===== config.mk =====
export PLATFORM = sky130hd
export DESIGN_NAME = hazard_unit_mc
export DESIGN_NICKNAME = d
export VERILOG_FILES = /design/src/rtl/hazard_unit_mc.sv
export SDC_FILE = /design/constraint.sdc
export NUM_CORES = 1
export LEC_CHECK = 0
export ABC_AREA = 1
export CORE_MARGIN = 5
export CORE_UTILIZATION = 51
export CTS_CLUSTER_SIZE = 28
export DETAILED_ROUTE_END_ITERATION = 8
export PLACE_DENSITY_LB_ADDON = 0.2
export SYNTH_ARGS = -nofsm -noshare
export SYNTH_HDL_FRONTEND = slang
export SYNTH_SLANG_ARGS = --single-unit

===== constraint.sdc =====
create_clock -name clk -period 4.49 [get_ports clk]
set_input_delay 1.347 -clock clk [delete_from_list [all_inputs] [get_ports clk]]
set_output_delay 1.347 -clock clk [all_outputs]
set_load 0.05 [all_outputs]

===== src/rtl/hazard_unit_mc.sv =====
// hazard_unit_mc
//   Hazard unit for the brisc five-stage core (F, D, EX, C, WB). Drives the
//   forward selects for the two EX operands, every stage stall and flush, a
//   multi-cycle multiply sequencer and a saturating stall-cycle counter.
//
// Ports
//   clk, reset                 clock, synchronous active-high reset
//   rs1_D_in, rs2_D_in         D-stage source indices
//   rs1_used_D_in/rs2_used_D_in D instruction really reads that source
//   rs1_EX_in, rs2_EX_in       EX-stage source indices
//   rd_EX_in                   EX-stage destination index
//   is_mul_EX_in               EX instruction is a multiply
//   result_src_EX_in           FROM_CACHE marks a load in EX
//   rd_C_in, reg_write_C_in    C-stage destination and write enable
//   rd_WB_in, reg_write_WB_in  WB-stage destination and write enable
//   pc_src_in                  FROM_EX marks a taken branch/jump in EX
//   mem_stall_in               cache miss pending in C
//   fwd_src1_out, fwd_src2_out EX operand forward selects
//   stall_*_out, flush_*_out   per-stage stall and flush controls
//   mul_busy_out               multiply sequencer is in BUSY
//   stall_cycles_out           saturating count of cycles with stall_F_out=1

package hazard_unit_mc_pkg;
  typedef enum logic [1:0] {FROM_ALU = 2'd0, FROM_CACHE = 2'd1, FROM_LINK = 2'd2} result_src_e;
  typedef enum logic {FROM_PLUS4 = 1'b0, FROM_EX = 1'b1} pc_src_e;
  typedef enum logic [1:0] {NONE = 2'd0, FROM_C = 2'd1, FROM_WB = 2'd2} fwd_src_e;
endpackage

module hazard_unit_mc
  import hazard_unit_mc_pkg::*;
#(
  parameter int REG_BITS  = 5,
  parameter int MUL_LAT   = 4,
  parameter int PERF_BITS = 32
) (
  input  logic                 clk,
  input  logic                 reset,
  input  logic [REG_BITS-1:0]  rs1_D_in,
  input  logic [REG_BITS-1:0]  rs2_D_in,
  input  logic                 rs1_used_D_in,
  input  logic                 rs2_used_D_in,
  input  logic [REG_BITS-1:0]  rs1_EX_in,
  input  logic [REG_BITS-1:0]  rs2_EX_in,
  input  logic [REG_BITS-1:0]  rd_EX_in,
  input  logic                 is_mul_EX_in,
  input  result_src_e          result_src_EX_in,
  input  logic [REG_BITS-1:0]  rd_C_in,
  input  logic [REG_BITS-1:0]  rd_WB_in,
  input  logic                 reg_write_C_in,
  input  logic                 reg_write_WB_in,
  input  pc_src_e              pc_src_in,
  input  logic                 mem_stall_in,
  output fwd_src_e             fwd_src1_out,
  output fwd_src_e             fwd_src2_out,
  output logic                 stall_F_out,
  output logic                 stall_D_out,
  output logic                 stall_EX_out,
  output logic                 stall_C_out,
  output logic                 flush_D_out,
  output logic                 flush_EX_out,
  output logic                 flush_C_out,
  output logic                 flush_WB_out,
  output logic                 mul_busy_out,
  output logic [PERF_BITS-1:0] stall_cycles_out
);

  localparam int CNT_W = $clog2(MUL_LAT) + 1;
  localparam logic [CNT_W-1:0] CNT_LAST = CNT_W'(MUL_LAT - 1);

  typedef enum logic {IDLE = 1'b0, BUSY = 1'b1} mul_state_e;

  mul_state_e       state;
  logic [CNT_W-1:0] cnt;
  logic             mc;
  logic             lu;

  // C has priority over WB because it holds the younger result; x0 is never forwarded.
  function automatic fwd_src_e fwd_sel(input logic [REG_BITS-1:0] rs);
    if (rs != '0 && reg_write_C_in && rs == rd_C_in)
      return FROM_C;
    else if (rs != '0 && reg_write_WB_in && rs == rd_WB_in)
      return FROM_WB;
    else
      return NONE;
  endfunction

  always_comb begin
    fwd_src1_out = fwd_sel(rs1_EX_in);
    fwd_src2_out = fwd_sel(rs2_EX_in);
  end

  always_comb begin
    lu = (result_src_EX_in == FROM_CACHE) && (rd_EX_in != '0) &&
         ((rs1_used_D_in && rs1_D_in == rd_EX_in) ||
          (rs2_used_D_in && rs2_D_in == rd_EX_in));
  end

  // The multiply holds EX on its first cycle (while still IDLE) and on every
  // BUSY cycle except the last, giving MUL_LAT-1 stalled cycles in total.
  always_comb begin
    mc = 1'b0;
    if (state == IDLE)
      mc = is_mul_EX_in && (MUL_LAT > 1) && !mem_stall_in;
    else
      mc = (cnt != CNT_LAST);
  end

  // A cache miss freezes everything, so the branch stays in EX and its
  // flush is re-issued once the miss releases.
  always_comb begin
    stall_F_out  = 1'b0;
    stall_D_out  = 1'b0;
    stall_EX_out = 1'b0;
    stall_C_out  = 1'b0;
    flush_D_out  = 1'b0;
    flush_EX_out = 1'b0;
    flush_C_out  = 1'b0;
    flush_WB_out = 1'b0;
    if (mem_stall_in) begin
      stall_F_out  = 1'b1;
      stall_D_out  = 1'b1;
      stall_EX_out = 1'b1;
      stall_C_out  = 1'b1;
      flush_WB_out = 1'b1;
    end else if (mc) begin
      stall_F_out  = 1'b1;
      stall_D_out  = 1'b1;
      stall_EX_out = 1'b1;
      flush_C_out  = 1'b1;
    end else if (lu) begin
      stall_F_out  = 1'b1;
      stall_D_out  = 1'b1;
      flush_EX_out = 1'b1;
    end else if (pc_src_in == FROM_EX) begin
      flush_D_out  = 1'b1;
      flush_EX_out = 1'b1;
    end
  end

  // Multiply sequencer; a pending cache miss holds both state and count.
  always_ff @(posedge clk) begin
    if (reset) begin
      state <= IDLE;
      cnt   <= '0;
    end else if (!mem_stall_in) begin
      case (state)
        IDLE: begin
          if (mc) begin
            state <= BUSY;
            cnt   <= CNT_W'(1);
          end
        end
        BUSY: begin
          if (cnt == CNT_LAST) begin
            state <= IDLE;
            cnt   <= '0;
          end else begin
            cnt <= cnt + CNT_W'(1);
          end
        end
        default: begin
          state <= IDLE;
          cnt   <= '0;
        end
      endcase
    end
  end

  assign mul_busy_out = (state == BUSY);

  // Saturating stall-cycle counter.
  always_ff @(posedge clk) begin
    if (reset)
      stall_cycles_out <= '0;
    else if (stall_F_out && stall_cycles_out != {PERF_BITS{1'b1}})
      stall_cycles_out <= stall_cycles_out + PERF_BITS'(1);
  end

endmodule


==> results of run 1 <==
[layout make-up]
| class | instances | area, um2 | area share (%) |
|---|---|---|---|
| Inverter | 39 | 146 | 3.72 |
| Multi-Input combinational cell | 389 | 1870 | 47.5 |
| Sequential cell | 36 | 721 | 18.3 |
| Clock inverter | 2 | 35.0 | 0.890 |
| Timing Repair Buffer | 92 | 1000 | 25.5 |
| Tap cell | 72 | 90.1 | 2.29 |
| Clock buffer | 6 | 72.6 | 1.84 |
[flip-flops by register name (all words and copies together) (netlist names)]
register          count
stall_cycles_out     32
mul_busy_out          1
cnt                   3
[power breakdown]
group	total, mW	switching (mW)	internal, mW
Sequential	0.328	0.00499	0.323
Combinational	0.178	0.0989	0.0794
Clock	0.285	0.121	0.165
[cell usage in the layout, fill, tap and decap left out]
master,n
a2111oi_0,1
a21oi_1,35
buf_12,9
buf_4,3
bufinv_16,1
clkbuf_1,1
clkbuf_8,5
clkdlybuf4s50_1,80
clkinv_2,1
dfxtp_1,36
ha_1,2
inv_1,38
inv_2,1
nand2_1,172
nand2_2,2
nand2_4,1
nand3_1,37
nand3_2,1
nand3b_1,14
nand4_1,4
nand4_2,1
nor2_1,72
nor2_2,3
nor2_4,1
nor3_1,4
nor3b_2,1
nor4_1,3
nor4_2,2
o2111ai_1,1
o21ai_0,1
o22ai_1,2
or2_2,2
xnor2_1,8
xor2_1,19
[worst max-delay path, delay by kind of cell]
family	cells	cell delay [ns]
and+or+nand+nor	4	1.02
buffers and inverters	2	0.63
[Yosys cell counts]
master	instances	area, um2
nand2_1	172	646
nor2_1	72	270
inv_1	38	143
nand3_1	37	185
dfxtp_1	36	721
a21oi_1	35	175
xor2_1	19	166
nand3b_1	14	105
xnor2_1	8	70.1
buf_4	6	45.0
nor4_1	5	31.3
buf_6	4	45.0
nand4_1	4	25.0
nor3_1	4	20.0
clkbuf_1	3	11.3
nor2_2	3	18.8
buf_2	2	10.0
ha_1	2	25.0
nand2_2	2	12.5
o22ai_1	2	12.5
or2_2	2	12.5
a2111oi_0	1	8.76
buf_1	1	3.75
inv_2	1	3.75
nand2_4	1	11.3
nand3_2	1	10.0
nand4_2	1	12.5
nor2_4	1	11.3
nor3b_2	1	12.5
o2111ai_1	1	8.76
o21ai_0	1	5.00
[cell families after synthesis]
| logic type | after synthesis | synth area share, % |
|---|---|---|
| buf+inv | 55 | 9.21 |
| fa+ha+maj | 2 | 0.882 |
| xor+xnor | 27 | 8.33 |
| simple gates | 320 | 48.8 |
| compound gates | 40 | 7.41 |
| flops | 36 | 25.4 |
[layer usage]
metal,wire length [um],share of wire (%)
met5,0,0
met4,216,2.5
met3,632,7.3
met2,4090,47
met1,3680,43
[metrics by stage]
stage                     utilization [%]  cells  instance area, um2  power, mW
after global placement               70.0    628                3830      0.508
after detailed placement             70.0    628                3830      0.513
final                                71.9    636                3940      0.792
after global routing                 71.9    636                3940      0.827
after floorplan                         -    480                2850      0.432
after CTS                            71.9    636                3940      0.794
[worst paths after layout]
path,startpoint,end,cells after the start
worst max-delay path,rs1_EX_in[0],fwd_src1_out[1],6
worst min-delay path,cnt[2]$_SDFFE_PP0P_,cnt[2]$_SDFFE_PP0P_,2
worst max register to register,stall_cycles_out[0]$_SDFFE_PP0P_,stall_cycles_out[8]$_SDFFE_PP0P_,9
worst min register to register,cnt[2]$_SDFFE_PP0P_,cnt[2]$_SDFFE_PP0P_,2
==> reports/results.tsv, run 1 <==
metric	value	unit
status	completed	
final-hold-violation-count	0	
cts.sinks	36	
tns	0	ns
drt-pass1-iter-count	4	
fill_cells	478	
crit_path_max_incr_delay	0.46	ns
dpl.hpwl	6700	um
relSlewSlack	56.7	%
io_buffers	90	
wire_per_inst	13.5	um
first_global_vias	3304	
holdWs	0.458	ns
fin_ws	0.137	ns
die-area	7160	um2
crit_required	3.14	ns
clkLatencyLatePin	0.30	ns
drv_slew	0	
drc	0	
cp.arrival	3.01	ns
cts_resized	0	
netlist_area	2840	um2
ctsRootBufferMaster	clkbuf_8	
end_kind	output pin	
syn_inst	480	
grt_setup_unrepaired	false	
startpoint_type	primary input	
ant_nets	0	
holdCritPathClass	flip-flop to flip-flop	
max-vdd-ir-drop	0.266	mV
power_leakage	1.52	nW
synth-seq-area-share	25.4	%
setup_violations	0	
ys_warn_count	0	
cts-htree-levels	2	
grt_use_met1	30.8	%
crit_type	primary input to output pin	
synthToLayoutAreaGrowth	38.7	%
cellPowerDensity	201	nW/um2
path_max_fanout	3	
max_clock_freq	0.230	GHz
final.period_utilization	97.0	%
synth_cell_types	31	
hold_buffers	0	
worstMarginPinSlew	0.647	ns
use_met3	5.69	%
pre_cts_ws	0.116	ns
gr-total-overflow	0	
drtIter0Drc	233	
wl	8610	um
cts_tree	done	
syn_nets	528	
fin_skew	0.00759	ns
cts_max_path_buffers	2	
die_y	84.6	um
cp_cell_sequence	clkdlybuf4s50_1, or2_2, nor4_1, nor4_2, nor2_1, buf_12	
grt_pass1_wl	14900	um
clk_pin_slew	0.07	ns
gp_congestion	0.942	
finalCriticalPeriod	4.35	ns
via_per_inst	5.27	
cts_buffers	5	
nNetsFinal	611	
top_usage_layer	met2	
coreArea	5470	um2
antenna_found_initial	0	
drive_gt1_share	6.03	%
track_usage	24.8	%
antenna_cells	0	
max-cap-violations	0	
vias	3351	
initial_core_util	51.9	%
regToRegSetupSlack	2.01	ns
grt_max_degree	35	
postSynthAreaPerCell	5.91	um2
die_x	84.6	um
grtUsageMet2	42.3	%
cpMaxStageDelayCell	clkdlybuf4s50_1	
synth_seq_cells	36	
postCtsSetupBuffers	0	
io_pins	91	
std_cell_rows	27	
No activity file was read; power rests on OpenSTA's default activity.
==> inputs of run 2 (changes only) <==
Settings changed: ABC_AREA 1 to 0, CORE_UTILIZATION 51 to 47.
==> reports/results.tsv, run 2 <==
metric	value	unit	change
fin_util	73.6	%	+1.7 points
regToRegSetupSlack	2.01	ns	about the same
drv_slew	0		unchanged
dpl.hpwl	4960	um	-26%
max_clock_freq	0.227	GHz	-1.3%
synth-seq-area-share	31.2	%	+5.8 points
cp.arrival	3.06	ns	+0.05 ns
pre_cts_ws	0.0108	ns	-0.105 ns
critical_path_depth	6		unchanged
drtIter0Drc	151		-35%
clk_pin_slew	0.07	ns	about the same
first_global_vias	2263		-32%
final-hold-violation-count	0		unchanged
r2r_end	stall_cycles_out[23]$_SDFFE_PP0P_		
synth_seq_cells	36		unchanged
synth.most_common_cell	dfxtp_1		
die_y	80.1	um	-5.3%
fin_ws	0.0792	ns	-0.0575 ns
cts_tree	done		
nNetsFinal	430		-30%
syn_nets	327		-38%
synthDominantAreaCellType	dfxtp_1		
netlist_area	2310	um2	-19%
die_x	80.1	um	-5.3%
multi_input_area	1520	um2	-18%
cellPowerDensity	213	nW/um2	+5.7%
power_leakage	1.21	nW	-21%
crit_family	simple AND/OR/NAND/NOR gates		
postSynthAreaPerCell	8.28	um2	+40%
top_register	stall_cycles_out		
r2r.worst_path.cells	7		-2
crit_end	fwd_src2_out[1]		
max-vdd-ir-drop	0.178	mV	-33%
place_area	3400	um2	-11%
grt_setup_unrepaired	false		
io_buffers	90		unchanged
p_clk_share	31.9	%	-4.2 points
initial_core_util	48.6	%	-3.3 points
syn_inst	279		-42%
fin_skew	0.00502	ns	-0.00257 ns
holdWs	0.453	ns	-0.00499 ns
fill_cells	375		-22%
wire_per_inst	14.0	um	+3.7%
die-area	6420	um2	-10%
final_common_cell	clkdlybuf4s50_1		
crit_type	primary input to output pin		
drc	0		unchanged
worstMarginPinSlew	1.07	ns	+0.421 ns
std_cell_rows	25		-7.4%
gr-total-overflow	0		unchanged
antenna_cells	0		unchanged
startpoint_type	primary input		
finalCriticalPeriod	4.41	ns	+0.0575 ns
max-cap-violations	0		unchanged
cpMaxStageDelayCell	or4_1		
synthDominantCellAreaShare	31.2	%	+5.8 points
crit_buf_inv	2		unchanged
cts_max_path_buffers	2		unchanged
track_usage	20.4	%	-4.4 points
synth_edf_count	0		unchanged
async_flop_share	0	%	unchanged
antenna_found_initial	0		unchanged
cts.sinks	36		unchanged
synth_cell_types	45		+45%
via_per_inst	5.27		about the same
register_area	721	um2	unchanged
relSlewSlack	28.6	%	-28 points
vias	2372		-29%
clkLatencyLatePin	0.29	ns	about the same
drive_gt1_share	15.9	%	+9.9 points
design_area	3500	um2	-11%
path_max_fanout	3		unchanged
ys.flop_type	dfxtp_1		
p_seq_share	44.4	%	+3.0 points
power.share.switching	27.8	%	-0.59 points
p_int	0.538	mW	-5.2%
ant_nets	0		unchanged
hold_buffers	0		unchanged
cts_buffers	5		unchanged
final.period_utilization	98.2	%	+1.3 points
status	completed		
cp_cell_sequence	clkdlybuf4s50_1, or4_1, nor2_1, nor4_2, nor4_4, buf_12		
synth_common_cells	dfxtp_1, nor2_1, xnor2_1		
setup_violations	0		unchanged
grt_pass1_wl	10600	um	-29%
synthToLayoutAreaGrowth	51.6	%	
grt_max_degree	32		-8.6%
end_kind	output pin		
reg2reg_from	cnt[0]$_SDFFE_PP0P_		
io_pins	91		unchanged
wl	6320	um	-27%
final_cell_mix	clkdlybuf4s50_1, dfxtp_1, nor2_1, xnor2_1		
cts-htree-levels	2		unchanged
synth.top_cells.by_area	dfxtp_1, xnor2_1, a21oi_1		
power_switching	0.207	mW	-7.9%
tns	0	ns	unchanged
crit_path_max_incr_delay	0.53	ns	+0.07 ns
comb_power_share	23.7	%	+1.2 points
drt-pass1-iter-count	4		unchanged
largest_reg_flops	32		unchanged
coreArea	4750	um2	-13%
gp_congestion	0.813		-14%
crit_start	rs2_EX_in[2]		
ctsRootBufferMaster	clkbuf_8		
holdCritPathClass	flip-flop to flip-flop		
ys_warn_count	0		unchanged
crit_required	3.14	ns	about the same
==> run 2: through the flow <==
stage	std cells	total power, mW
after floorplan	279	0.428
after global placement	442	0.511
after detailed placement	442	0.513
after CTS	450	0.748
after global routing	450	0.779
final	450	0.744
==> run 2: kinds of logic (layout without fill, tap and decap cells) <==
family | count (synthesis) | after routing | share of synthesized area [%]
buffers and inverters | 20 | 124 | 5.04
flip-flops | 36 | 36 | 31.2
AND/OR/NAND/NOR | 126 | 126 | 31.1
multiplexers | 10 | 10 | 4.82
AO/OA/AOI/OAI | 49 | 49 | 13.1
XOR/XNOR | 36 | 36 | 13.7
adder cells (fa/ha/maj) | 2 | 2 | 1.08
==> run 2: final cells by class <==
type,count,share of cell area [%]
Timing Repair Buffer,106,29.9
Multi-Input combinational cell,223,43.5
Tap cell,67,2.39
Clock buffer,8,2.57
Sequential cell,36,20.6
Inverter,10,1.07
==> run 2: worst min path at each step <==
stage	slack (ns)	cells past startpoint	end	startpoint
5_1_grt	0.46	2	cnt[2]$_SDFFE_PP0P_	cnt[2]$_SDFFE_PP0P_
3_5_place_dp	0.44	2	cnt[2]$_SDFFE_PP0P_	cnt[2]$_SDFFE_PP0P_
6_report	0.45	2	cnt[2]$_SDFFE_PP0P_	cnt[2]$_SDFFE_PP0P_
3_3_place_gp	0.43	2	cnt[2]$_SDFFE_PP0P_	cnt[2]$_SDFFE_PP0P_
2_1_floorplan	0.42	2	cnt[2]$_SDFFE_PP0P_	cnt[2]$_SDFFE_PP0P_
4_1_cts	0.45	2	cnt[2]$_SDFFE_PP0P_	cnt[2]$_SDFFE_PP0P_
==> run 2: layer usage <==
metal / routed length [um] / global-route usage (%)
met5: 0 / 0
met1: 2790 / 25.5
met3: 302 / 4.15
met4: 40 / 5.07
met2: 3190 / 35.4
==> run 2: timing repair <==
action / in CTS / in global routing
setup buffers: 0 / 0
gates resized for setup: 0 / 2
setup endpoints to repair: 0 / 3
==> run 2: power by group through the flow <==
stage | logic, mW | registers [mW] | clock network (mW)
after floorplan | 0.0772 | 0.351 | 0
after global placement | 0.173 | 0.338 | 0
after detailed placement | 0.176 | 0.337 | 0
after CTS | 0.176 | 0.330 | 0.241
after global routing | 0.189 | 0.331 | 0.259
final | 0.176 | 0.330 | 0.238
==> run 2: worst min-delay path, stage by stage (launching register included) <==
cell      delay (ns)
dfxtp_1         0.31
nand2b_1        0.07
a21oi_1         0.04
